**config.mk**
```make
export PLATFORM = sky130hd
export DESIGN_NAME = jetson_link_scheduler_flat
export DESIGN_NICKNAME = d
export VERILOG_FILES = /design/src/rtl/jetson_link_scheduler_if.sv /design/src/rtl/jetson_link_scheduler.sv /design/src/flat_wrapper.sv
export SDC_FILE = /design/constraint.sdc
export NUM_CORES = 1
export LEC_CHECK = 0
export ABC_AREA = 1
export ABC_CLOCK_PERIOD_IN_PS = 2600
export CAP_MARGIN = 20
export CORE_UTILIZATION = 35
export DETAILED_ROUTE_END_ITERATION = 16
export GPL_TIMING_DRIVEN = 0
export PLACE_DENSITY = 0.78
export REMOVE_ABC_BUFFERS = 1
export SLEW_MARGIN = 10
export SYNTH_ARGS = -nofsm -noshare
export SYNTH_HDL_FRONTEND = slang
export SYNTH_SLANG_ARGS = --single-unit
```
**constraint.sdc**
```tcl
create_clock -name clk -period 2.6 [get_ports clk]
set_input_delay 0.52 -clock clk [delete_from_list [all_inputs] [get_ports clk]]
set_output_delay 0.52 -clock clk [all_outputs]
set_load 0.1 [all_outputs]
```
**src/rtl/jetson_link_scheduler_if.sv**
```systemverilog
// Bus bundle between jetson_link_scheduler and its requesters, link block and destinations.
// master = scheduler side, slave = environment side.
interface jetson_link_scheduler_if #(
  parameter int unsigned N_REQ = 4,
  parameter int unsigned N_DST = 4
);
  logic [N_REQ-1:0]    req_valid;
  logic [32*N_REQ-1:0] req_data;
  logic [N_REQ-1:0]    req_ready;
  logic                tx_hold;
  logic                wr_en;
  logic [31:0]         wr_din;
  logic                rd_en;
  logic                rd_rdy;
  logic [31:0]         rd_dout;
  logic [N_DST-1:0]    dst_valid;
  logic [31:0]         dst_data;
  logic [N_DST-1:0]    dst_ready;
  logic [15:0]         drop_cnt;

  modport master (
    input  req_valid, req_data, tx_hold, rd_rdy, rd_dout, dst_ready,
    output req_ready, wr_en, wr_din, rd_en, dst_valid, dst_data, drop_cnt
  );

  modport slave (
    output req_valid, req_data, tx_hold, rd_rdy, rd_dout, dst_ready,
    input  req_ready, wr_en, wr_din, rd_en, dst_valid, dst_data, drop_cnt
  );
endinterface

```
**src/rtl/jetson_link_scheduler.sv**
```systemverilog
// Round-robin write arbiter plus tag-routed read drain for the Jetson SPI link block.
// Define JETSON_SCHED_STATS_EN to enable the saturating dropped-word counter.
module jetson_link_scheduler #(
  parameter int unsigned N_REQ = 4,
  parameter int unsigned N_DST = 4
) (
  input  logic                    clk,
  input  logic                    rst_n,
  jetson_link_scheduler_if.master lnk
);
  localparam int unsigned IDX_W = (N_REQ > 1) ? $clog2(N_REQ) : 1;
  localparam int unsigned CND_W = IDX_W + 1;
  localparam int unsigned TAG_W = 4;

  typedef enum logic [1:0] {S_IDLE, S_WAIT, S_DELIVER} state_e;

  logic [IDX_W-1:0] rr_ptr_q, rr_ptr_d;
  logic             wr_en_q, wr_en_d;
  logic [31:0]      wr_din_q, wr_din_d;
  state_e           state_q, state_d;
  logic             rd_en_q, rd_en_d;
  logic [N_DST-1:0] dst_valid_q, dst_valid_d;
  logic [31:0]      dst_data_q, dst_data_d;

  logic [N_REQ-1:0] grant_c;
  logic             grant_any_c;
  logic [IDX_W-1:0] grant_idx_c;
  logic [CND_W-1:0] cand_c;
  logic [31:0]      grant_data_c;
  logic [TAG_W-1:0] tag_c;
  logic             tag_ok_c;

  // First valid requester at or after rr_ptr wins; nothing is granted under tx_hold or reset.
  always_comb begin
    grant_c     = '0;
    grant_any_c = 1'b0;
    grant_idx_c = '0;
    cand_c      = '0;
    for (int unsigned k = 0; k < N_REQ; k++) begin
      cand_c = CND_W'(rr_ptr_q) + CND_W'(k);
      if (cand_c >= CND_W'(N_REQ)) cand_c = cand_c - CND_W'(N_REQ);
      if (!grant_any_c && lnk.req_valid[cand_c[IDX_W-1:0]] && !lnk.tx_hold && rst_n) begin
        grant_any_c = 1'b1;
        grant_idx_c = cand_c[IDX_W-1:0];
      end
    end
    if (grant_any_c) grant_c[grant_idx_c] = 1'b1;
  end

  always_comb begin
    grant_data_c = '0;
    for (int unsigned i = 0; i < N_REQ; i++) begin
      if (grant_idx_c == IDX_W'(i)) grant_data_c = lnk.req_data[i*32 +: 32];
    end
  end

  always_comb begin
    wr_en_d  = grant_any_c;
    wr_din_d = wr_din_q;
    rr_ptr_d = rr_ptr_q;
    if (grant_any_c) begin
      wr_din_d = grant_data_c;
      rr_ptr_d = (grant_idx_c == IDX_W'(N_REQ - 1)) ? '0 : grant_idx_c + IDX_W'(1);
    end
  end

  assign tag_c    = lnk.rd_dout[31:28];
  assign tag_ok_c = (tag_c != '0) && (32'(tag_c) <= N_DST);

  // IDLE leaves only once its rd_en has actually been driven, so the first read after reset is not skipped.
  always_comb begin
    state_d     = state_q;
    dst_valid_d = dst_valid_q;
    dst_data_d  = dst_data_q;
    unique case (state_q)
      S_IDLE: begin
        if (rd_en_q) state_d = S_WAIT;
      end
      S_WAIT: begin
        state_d = S_IDLE;
        if (lnk.rd_rdy) begin
          dst_data_d = lnk.rd_dout;
          if (tag_ok_c) begin
            dst_valid_d = N_DST'(1) << (tag_c - TAG_W'(1));
            state_d     = S_DELIVER;
          end
        end
      end
      S_DELIVER: begin
        if (|(dst_valid_q & lnk.dst_ready)) begin
          dst_valid_d = '0;
          state_d     = S_IDLE;
        end
      end
      default: state_d = S_IDLE;
    endcase
    rd_en_d = (state_d == S_IDLE);
  end

  always_ff @(posedge clk or negedge rst_n) begin
    if (!rst_n) begin
      rr_ptr_q    <= '0;
      wr_en_q     <= 1'b0;
      wr_din_q    <= '0;
      state_q     <= S_IDLE;
      rd_en_q     <= 1'b0;
      dst_valid_q <= '0;
      dst_data_q  <= '0;
    end else begin
      rr_ptr_q    <= rr_ptr_d;
      wr_en_q     <= wr_en_d;
      wr_din_q    <= wr_din_d;
      state_q     <= state_d;
      rd_en_q     <= rd_en_d;
      dst_valid_q <= dst_valid_d;
      dst_data_q  <= dst_data_d;
    end
  end

`ifdef JETSON_SCHED_STATS_EN
  logic        drop_c;
  logic [15:0] drop_cnt_q, drop_cnt_d;

  assign drop_c = (state_q == S_WAIT) && lnk.rd_rdy && !tag_ok_c;

  always_comb begin
    drop_cnt_d = drop_cnt_q;
    if (drop_c && (drop_cnt_q != 16'hFFFF)) drop_cnt_d = drop_cnt_q + 16'd1;
  end

  always_ff @(posedge clk or negedge rst_n) begin
    if (!rst_n) drop_cnt_q <= '0;
    else        drop_cnt_q <= drop_cnt_d;
  end

  assign lnk.drop_cnt = drop_cnt_q;
`else
  assign lnk.drop_cnt = 16'h0000;
`endif

  assign lnk.req_ready = grant_c;
  assign lnk.wr_en     = wr_en_q;
  assign lnk.wr_din    = wr_din_q;
  assign lnk.rd_en     = rd_en_q;
  assign lnk.dst_valid = dst_valid_q;
  assign lnk.dst_data  = dst_data_q;
endmodule
```
**src/flat_wrapper.sv**
```systemverilog
// flat-port wrapper written by rule: the top's interface ports become plain ports
module jetson_link_scheduler_flat 
#(
  parameter int unsigned N_REQ = 4,
  parameter int unsigned N_DST = 4
)
  (clk, rst_n, lnk_req_valid, lnk_req_data, lnk_tx_hold, lnk_rd_rdy, lnk_rd_dout, lnk_dst_ready, lnk_req_ready, lnk_wr_en, lnk_wr_din, lnk_rd_en, lnk_dst_valid, lnk_dst_data, lnk_drop_cnt);
  jetson_link_scheduler_if #(.N_REQ(N_REQ), .N_DST(N_DST)) lnk_i ();
  input  logic clk;
  input  logic rst_n;
  input wire logic [$bits(lnk_i.req_valid)-1:0] lnk_req_valid;
  input wire logic [$bits(lnk_i.req_data)-1:0] lnk_req_data;
  input wire logic [$bits(lnk_i.tx_hold)-1:0] lnk_tx_hold;
  input wire logic [$bits(lnk_i.rd_rdy)-1:0] lnk_rd_rdy;
  input wire logic [$bits(lnk_i.rd_dout)-1:0] lnk_rd_dout;
  input wire logic [$bits(lnk_i.dst_ready)-1:0] lnk_dst_ready;
  output wire logic [$bits(lnk_i.req_ready)-1:0] lnk_req_ready;
  output wire logic [$bits(lnk_i.wr_en)-1:0] lnk_wr_en;
  output wire logic [$bits(lnk_i.wr_din)-1:0] lnk_wr_din;
  output wire logic [$bits(lnk_i.rd_en)-1:0] lnk_rd_en;
  output wire logic [$bits(lnk_i.dst_valid)-1:0] lnk_dst_valid;
  output wire logic [$bits(lnk_i.dst_data)-1:0] lnk_dst_data;
  output wire logic [$bits(lnk_i.drop_cnt)-1:0] lnk_drop_cnt;
  assign lnk_i.req_valid = lnk_req_valid;
  assign lnk_i.req_data = lnk_req_data;
  assign lnk_i.tx_hold = lnk_tx_hold;
  assign lnk_i.rd_rdy = lnk_rd_rdy;
  assign lnk_i.rd_dout = lnk_rd_dout;
  assign lnk_i.dst_ready = lnk_dst_ready;
  assign lnk_req_ready = lnk_i.req_ready;
  assign lnk_wr_en = lnk_i.wr_en;
  assign lnk_wr_din = lnk_i.wr_din;
  assign lnk_rd_en = lnk_i.rd_en;
  assign lnk_dst_valid = lnk_i.dst_valid;
  assign lnk_dst_data = lnk_i.dst_data;
  assign lnk_drop_cnt = lnk_i.drop_cnt;
  jetson_link_scheduler #(.N_REQ(N_REQ), .N_DST(N_DST)) u_core (.clk(clk), .rst_n(rst_n), .lnk(lnk_i));
endmodule
```
### After elaboration in Yosys (flattened, before gate mapping)

Cells that the tools add are included.

| storage, ports and cells | value |
|---|---|
| memories | 0 |
| latch bits | 0 |
| input bits | 172 |
| logic and storage cells | 99 |
| register bits after elaboration | 74 |
| bits in read-only memories | 0 |
| memory bits (writable) | 0 |

| cells by class | value |
|---|---|
| bitwise logic cells | 1 |
| shift-type cells | 1 |
| multiplexer cells | 37 |
| eq/ne operators | 8 |
| reduce and logical (&&, ||, !) cells | 25 |
| $lt $le $gt $ge | 11 |
| divide/modulo/power cells | 0 |
| $mul | 0 |
| $add $sub $neg | 9 |

Operators with widths:

| operator | number |
|---|---|
| 32-bit two-way mux | 4 |
| 2-bit two-way mux | 13 |
| 4-bit two-way mux | 4 |
| 2-bit by 3-bit < comparator with 1-bit output (second input constant) | 5 |
| 1-bit logical AND | 13 |
| 3-bit greater-or-equal comparator (second input constant) | 3 |
| 1-bit two-way mux | 9 |
| 1-bit binary-select mux with 2-bit select | 4 |
| 4-bit case mux with 2 select lines | 1 |
| 2-bit by 1-bit subtractor with 2-bit output (second input constant) | 4 |
| 2-bit by 2-bit adder with 3-bit output (second input constant) | 2 |
| 2-bit == test (second input constant) | 3 |
| 2-bit zero test | 3 |
| 2-bit case mux with 3 select lines | 1 |
| 4-bit AND | 1 |
| 2-bit by 1-bit == test with 1-bit output (second input constant) | 2 |
| 4-bit by 3-bit <= comparator with 1-bit output (second input constant) | 1 |
| 1-bit zero test | 4 |
| 2-bit by 1-bit != test with 1-bit output (second input constant) | 2 |
| 4-bit AND reduction | 1 |
| 4-bit nonzero test | 1 |
| 4-bit OR reduction | 1 |
| 1-bit by 4-bit left shift with 4-bit output (first input constant) | 1 |
| 4-bit by 1-bit subtractor with 4-bit output (second input constant) | 1 |
| other kinds (8) | 8 |

### Depth between registers and ports, before layout

| logic depth | value |
|---|---|
| depth in word-level cells | 27 |
| mapped depth | 22 |
| depth with buffers taken out | 20 |

### Worst setup path before layout

OpenSTA, ideal clock, no wires.

| timing path | value |
|---|---|
| path type | in2out |
| from | input port rst_n |
| to | output port lnk_req_ready[3] |
| required time | 2.080 ns |
| buffers on the path | 2 |
| setup slack | -1.238 ns |
| arrival | 3.318 ns |
| stages on the path | 13 |
| path through | inv_1 -> nor2_2 -> nand2_1 -> inv_1 -> nand4_1 -> nand2_1 -> nand2_1 -> nand2_1 -> ha_1 -> clkbuf_1 -> clkbuf_1 -> inv_1 -> nor2_1 |

| between the ends | value |
|---|---|
| word-level cells in the longest chain between the ends | 22 |

RTL lines:

| item | RTL line | text |
|---|---|---|
| from (decl) | flat_wrapper.sv:10 | `input logic rst_n;` |
| 1-bit logical AND | jetson_link_scheduler.sv:42 | `if (!grant_any_c && lnk.req_valid[cand_c[IDX_W-1:0]] && !lnk.tx_hold && rst_n) begin` |
| 1-bit two-way mux | jetson_link_scheduler.sv:42 |  |
| 1-bit zero test | jetson_link_scheduler.sv:42 |  |
| 1-bit logical AND (3 in a row) | jetson_link_scheduler.sv:42 |  |
| 1-bit two-way mux | jetson_link_scheduler.sv:42 |  |
| 1-bit zero test | jetson_link_scheduler.sv:42 |  |
| 1-bit logical AND (3 in a row) | jetson_link_scheduler.sv:42 |  |
| 1-bit two-way mux | jetson_link_scheduler.sv:42 |  |
| 1-bit zero test | jetson_link_scheduler.sv:42 |  |
| 1-bit logical AND (3 in a row) | jetson_link_scheduler.sv:42 |  |
| 2-bit two-way mux | jetson_link_scheduler.sv:42 |  |
| 2-bit by 3-bit < comparator with 1-bit output (not written as such) / 2-bit by 1-bit greater-or-equal comparator with 1-bit output (equally long branches) | jetson_link_scheduler.sv:47 | `if (grant_any_c) grant_c[grant_idx_c] = 1'b1;` |
| 1-bit logical AND (not written as such) | jetson_link_scheduler.sv:47 |  |
| 1-bit two-way mux (not written as such) | jetson_link_scheduler.sv:47 |  |
| 1-bit demux with 2-bit select | n/a |  |
| 4-bit two-way mux * | jetson_link_scheduler.sv:47 |  |
| to (decl) | flat_wrapper.sv:17 | `output wire logic [$bits(lnk_i.req_ready)-1:0] lnk_req_ready;` |

Every way passes the cells marked *; elsewhere a longest branch is shown, timed or not.

### Worst setup path in the final report

| timing path | value |
|---|---|
| from | register u_core.rr_ptr_q[1] |
| to | output port lnk_req_ready[2] |

| between the ends | value |
|---|---|
| word-level cells in the longest chain between the ends | 27 |

RTL lines:

| item | RTL line | text |
|---|---|---|
| from (decl) | jetson_link_scheduler.sv:17 | `logic [IDX_W-1:0] rr_ptr_q, rr_ptr_d;` |
| from (signal assigned) | jetson_link_scheduler.sv:110 | `rr_ptr_q <= rr_ptr_d;` |
| 2-bit by 3-bit greater-or-equal comparator with 1-bit output / 2-bit by 1-bit subtractor with 2-bit output (equally long branches) | jetson_link_scheduler.sv:41 | `if (cand_c >= CND_W'(N_REQ)) cand_c = cand_c - CND_W'(N_REQ);` |
| 2-bit two-way mux | jetson_link_scheduler.sv:41 |  |
| 1-bit binary-select mux with 2-bit select | jetson_link_scheduler.sv:42 |  |
| 1-bit two-way mux (not written as such) | jetson_link_scheduler.sv:42 |  |
| 1-bit logical AND (2 in a row) | jetson_link_scheduler.sv:42 |  |
| 1-bit two-way mux | jetson_link_scheduler.sv:42 |  |
| 1-bit zero test | jetson_link_scheduler.sv:42 |  |
| 1-bit logical AND (3 in a row) | jetson_link_scheduler.sv:42 |  |
| (+6 left out) | n/a |  |
| 1-bit zero test | jetson_link_scheduler.sv:42 |  |
| 1-bit logical AND (3 in a row) | jetson_link_scheduler.sv:42 |  |
| 2-bit two-way mux | jetson_link_scheduler.sv:42 |  |
| 2-bit by 3-bit < comparator with 1-bit output (not written as such) / 2-bit by 1-bit greater-or-equal comparator with 1-bit output (equally long branches) | jetson_link_scheduler.sv:47 |  |
| 1-bit logical AND (not written as such) | jetson_link_scheduler.sv:47 |  |
| 1-bit two-way mux (not written as such) | jetson_link_scheduler.sv:47 |  |
| 1-bit demux with 2-bit select | n/a |  |
| 4-bit two-way mux * | jetson_link_scheduler.sv:47 |  |

Every way passes the cells marked *; elsewhere a longest branch is shown, timed or not. The select of a mux whose other input is x is not followed.

==> flow_summary.toml <==
[yosys]
synthArstFlopShare_pct = 100.0
ys_top_cells_by_count = "nand2_1, o21ai_0, dfrtp_1"
synth_warnings = 0
synth.avg_cell_area_um2 = 7.052
synth_most_common_cell = "nand2_1"
yosysTopAreaCell = "dfrtp_1"
ys_seq_area_share_pct = 41.35
synthTopCellsByArea = "dfrtp_1, nand2_1, o21ai_0"
synth.distinct_cells = 30
synth_flop_cell = "dfrtp_1"
synthCells = 635
synth_edf_count = 0
yosys.area.top_type_share_pct = 41.35
syn_area_um2 = 4478
ys_seq_elements = 74

[timing]
rsz0062_at_grt = "true"
fmax_mhz = 342.4
fin_ws_ns = -0.3203
worstMarginPinSlew_ns = 1.030
setup_violations = 34
fin_crit_sh_pct = 112.3
drv_slew = 0
clock_skew_ns = 0.004397
timing.slew.headroom_pct = 31.36
setup-tns-final_ns = -4.385
period_needed_ns = 2.920
finalHoldViolCount = 0

[critical_path]
crit_arrival_ns = 2.40
crit_path_max_fanout = 6
critPathKind = "flop to output pin"
cpPeakStageDelay_ns = 0.46
cp_cell_sequence = "inv_2 -> nand2_1 -> nand2_4 -> nand2_2 -> nand3_2 -> nand2_2 -> a21oi_2 -> nand3_1 -> nand2_4 -> ha_4 -> clkinvlp_4 -> buf_6 -> nor2_4 -> buf_12"
start_kind = "flop"
required_ns = 2.08
endpoint_kind = "output pin"
critPathSlowestCell = "dfrtp_2"
cpLargestDelayFamily = "simple AND/OR/NAND/NOR gates"
path_buf_inv = 4

[place]
placed_cells = 1013
io_buffers = 245
dp_hpwl_um = 10330
gp_congestion = 0.8063

[clock_network]
hold_buffers = 0
cts_sinks = 74
clockBufferDepth = 2
clockRootBuffer = "clkbuf_16"
path_clk_slew_ns = 0.06
htreeDepth = 3
cts_tree = "yes"
numCtsBuffers = 9
insertion_delay_ns = 0.33

[die]
start_util_pct = 36.52
std_cell_rows = 40
dieArea_um2 = 13250
io_pins = 262
die_x_um = 115.1
core-area_um2 = 12260
fp.dieH_um = 115.1

[global_routing]
grt_max_degree = 49
grt_usage_pct = 27.16
grt_pass1_vias = 5101
grt-ovfl-total = 0
antenna_found_initial = 0
grt_pass1_wl_um = 26670

[layout]
nNetsFinal = 1083
drive_gt1_share_pct = 17.36
syn_to_final_growth_pct = 78.63
layout.cells.non_filler = 1078
postLayoutCoreUtil_pct = 65.23
diodes = 0
nFillCells = 1067

[drt]
drtPass1Iterations = 4
vias_per_cell = 4.770
routed_wirelength_um = 17720
drt_iter0_markers = 269
vias = 5142
drc = 0
wl_per_cell_um = 16.44
ant_nets = 0

[min_path]
hold_path.class = "primary input to asynchronous set/reset pin"

[status]
violations = "negative setup slack"
status = "finished with violations"

[run]
cap_violations = 0
[registers in the layout, summed over array words and instances, names as in the netlist]
name	count
u_core.lnk.dst_data	32
u_core.lnk.dst_valid	4
u_core.lnk.rd_en	1
u_core.lnk.wr_din	32
u_core.lnk.wr_en	1
u_core.rr_ptr_q	2
u_core.state_q	2
[worst paths after layout]
path | cells past startpoint | start | to | slack (ns)
min | 1 | rst_n | u_core.lnk.dst_valid[1]$_DFFE_PN0P_ | 0.002
max | 14 | u_core.rr_ptr_q[1]$_DFFE_PN0N_ | lnk_req_ready[2] | -0.32
max reg2reg | 21 | u_core.rr_ptr_q[1]$_DFFE_PN0N_ | u_core.lnk.wr_din[29]$_DFFE_PN0N_ | -0.21
max in group asynchronous | 2 | rst_n | u_core.lnk.wr_din[10]$_DFFE_PN0N_ | 2.13
min reg2reg | 2 | u_core.lnk.dst_data[1]$_DFFE_PN0P_ | u_core.lnk.dst_data[1]$_DFFE_PN0P_ | 0.47
min in group clk | 2 | u_core.lnk.dst_data[1]$_DFFE_PN0P_ | u_core.lnk.dst_data[1]$_DFFE_PN0P_ | 0.47
[metrics by stage]
step | hold WS, ns | area [um^2] | setup slack [ns]
floorplan | 0.2244 | 4202 | -2.013
global placement | 0.4516 | 6864 | -6.748
detailed placement | 0.4577 | 6972 | -3.220
CTS | 0.007742 | 7969 | -0.2754
global route | 0.01374 | 7999 | -0.4513
finish | 0.001729 | 7999 | -0.3203
[placed cells by master (no fill, tap or decap), types with 4 or more instances in the layout]
master             n
inv_2              5
dfrtp_1           72
clkdlybuf4s50_1  235
conb_1            16
nand2_1          251
buf_6             10
nor2_1             9
nand4_1            4
dlygate4sd2_1      5
buf_12             7
clkinvlp_4         7
a21oi_2           21
a21oi_1           16
nor2_4             5
clkbuf_16          9
nand3_1           11
nand2_2           32
o21ai_1           47
o21ai_2            4
inv_1             21
o21ai_0           56
buf_4             31
[layout make-up]
type | instances | area, um^2 | area share [%]
timing repair buffer | 294 | 3044 | 38.06
multi-input combinational | 495 | 2474 | 30.92
sequential | 74 | 1854 | 23.18
clock buffer | 11 | 242.7 | 3.035
tap | 168 | 210.2 | 2.628
inverter | 30 | 127.6 | 1.595
clock inverter | 5 | 38.79 | 0.4849
timing repair inverter | 1 | 7.507 | 0.09385
[metal layers]
| metal | up-vias | wire, um | GRT usage, % |
|---|---|---|---|
| li1 | 2546 | - | - |
| met1 | 2343 | 7115 | 33.39 |
| met2 | 222 | 8785 | 46.87 |
| met3 | 31 | 1346 | 3.795 |
| met4 | 0 | 473 | 13.16 |
| met5 | - | 0 | 0 |
[timing repair]
action	4_1_cts	5_1_grt
pin swaps	30	2
gates cloned	8	0
setup buffers	40	1
endpoints found under the setup margin	37	40
resized for setup	144	7
[kinds of logic after synthesis]
kind of cell / after synthesis / share of synthesized area [%]
AND/OR/NAND/NOR: 322 / 29.67
XOR/XNOR: 2 / 0.3912
AO/OA/AOI/OAI: 145 / 16.76
adder cells (fa/ha/maj): 6 / 1.676
buffers and inverters: 85 / 10.06
flip-flops: 74 / 41.35
other: 1 / 0.08374
Power is not shown: default switching activity piles up to over one toggle a cycle in this logic, so the estimate is an artifact.
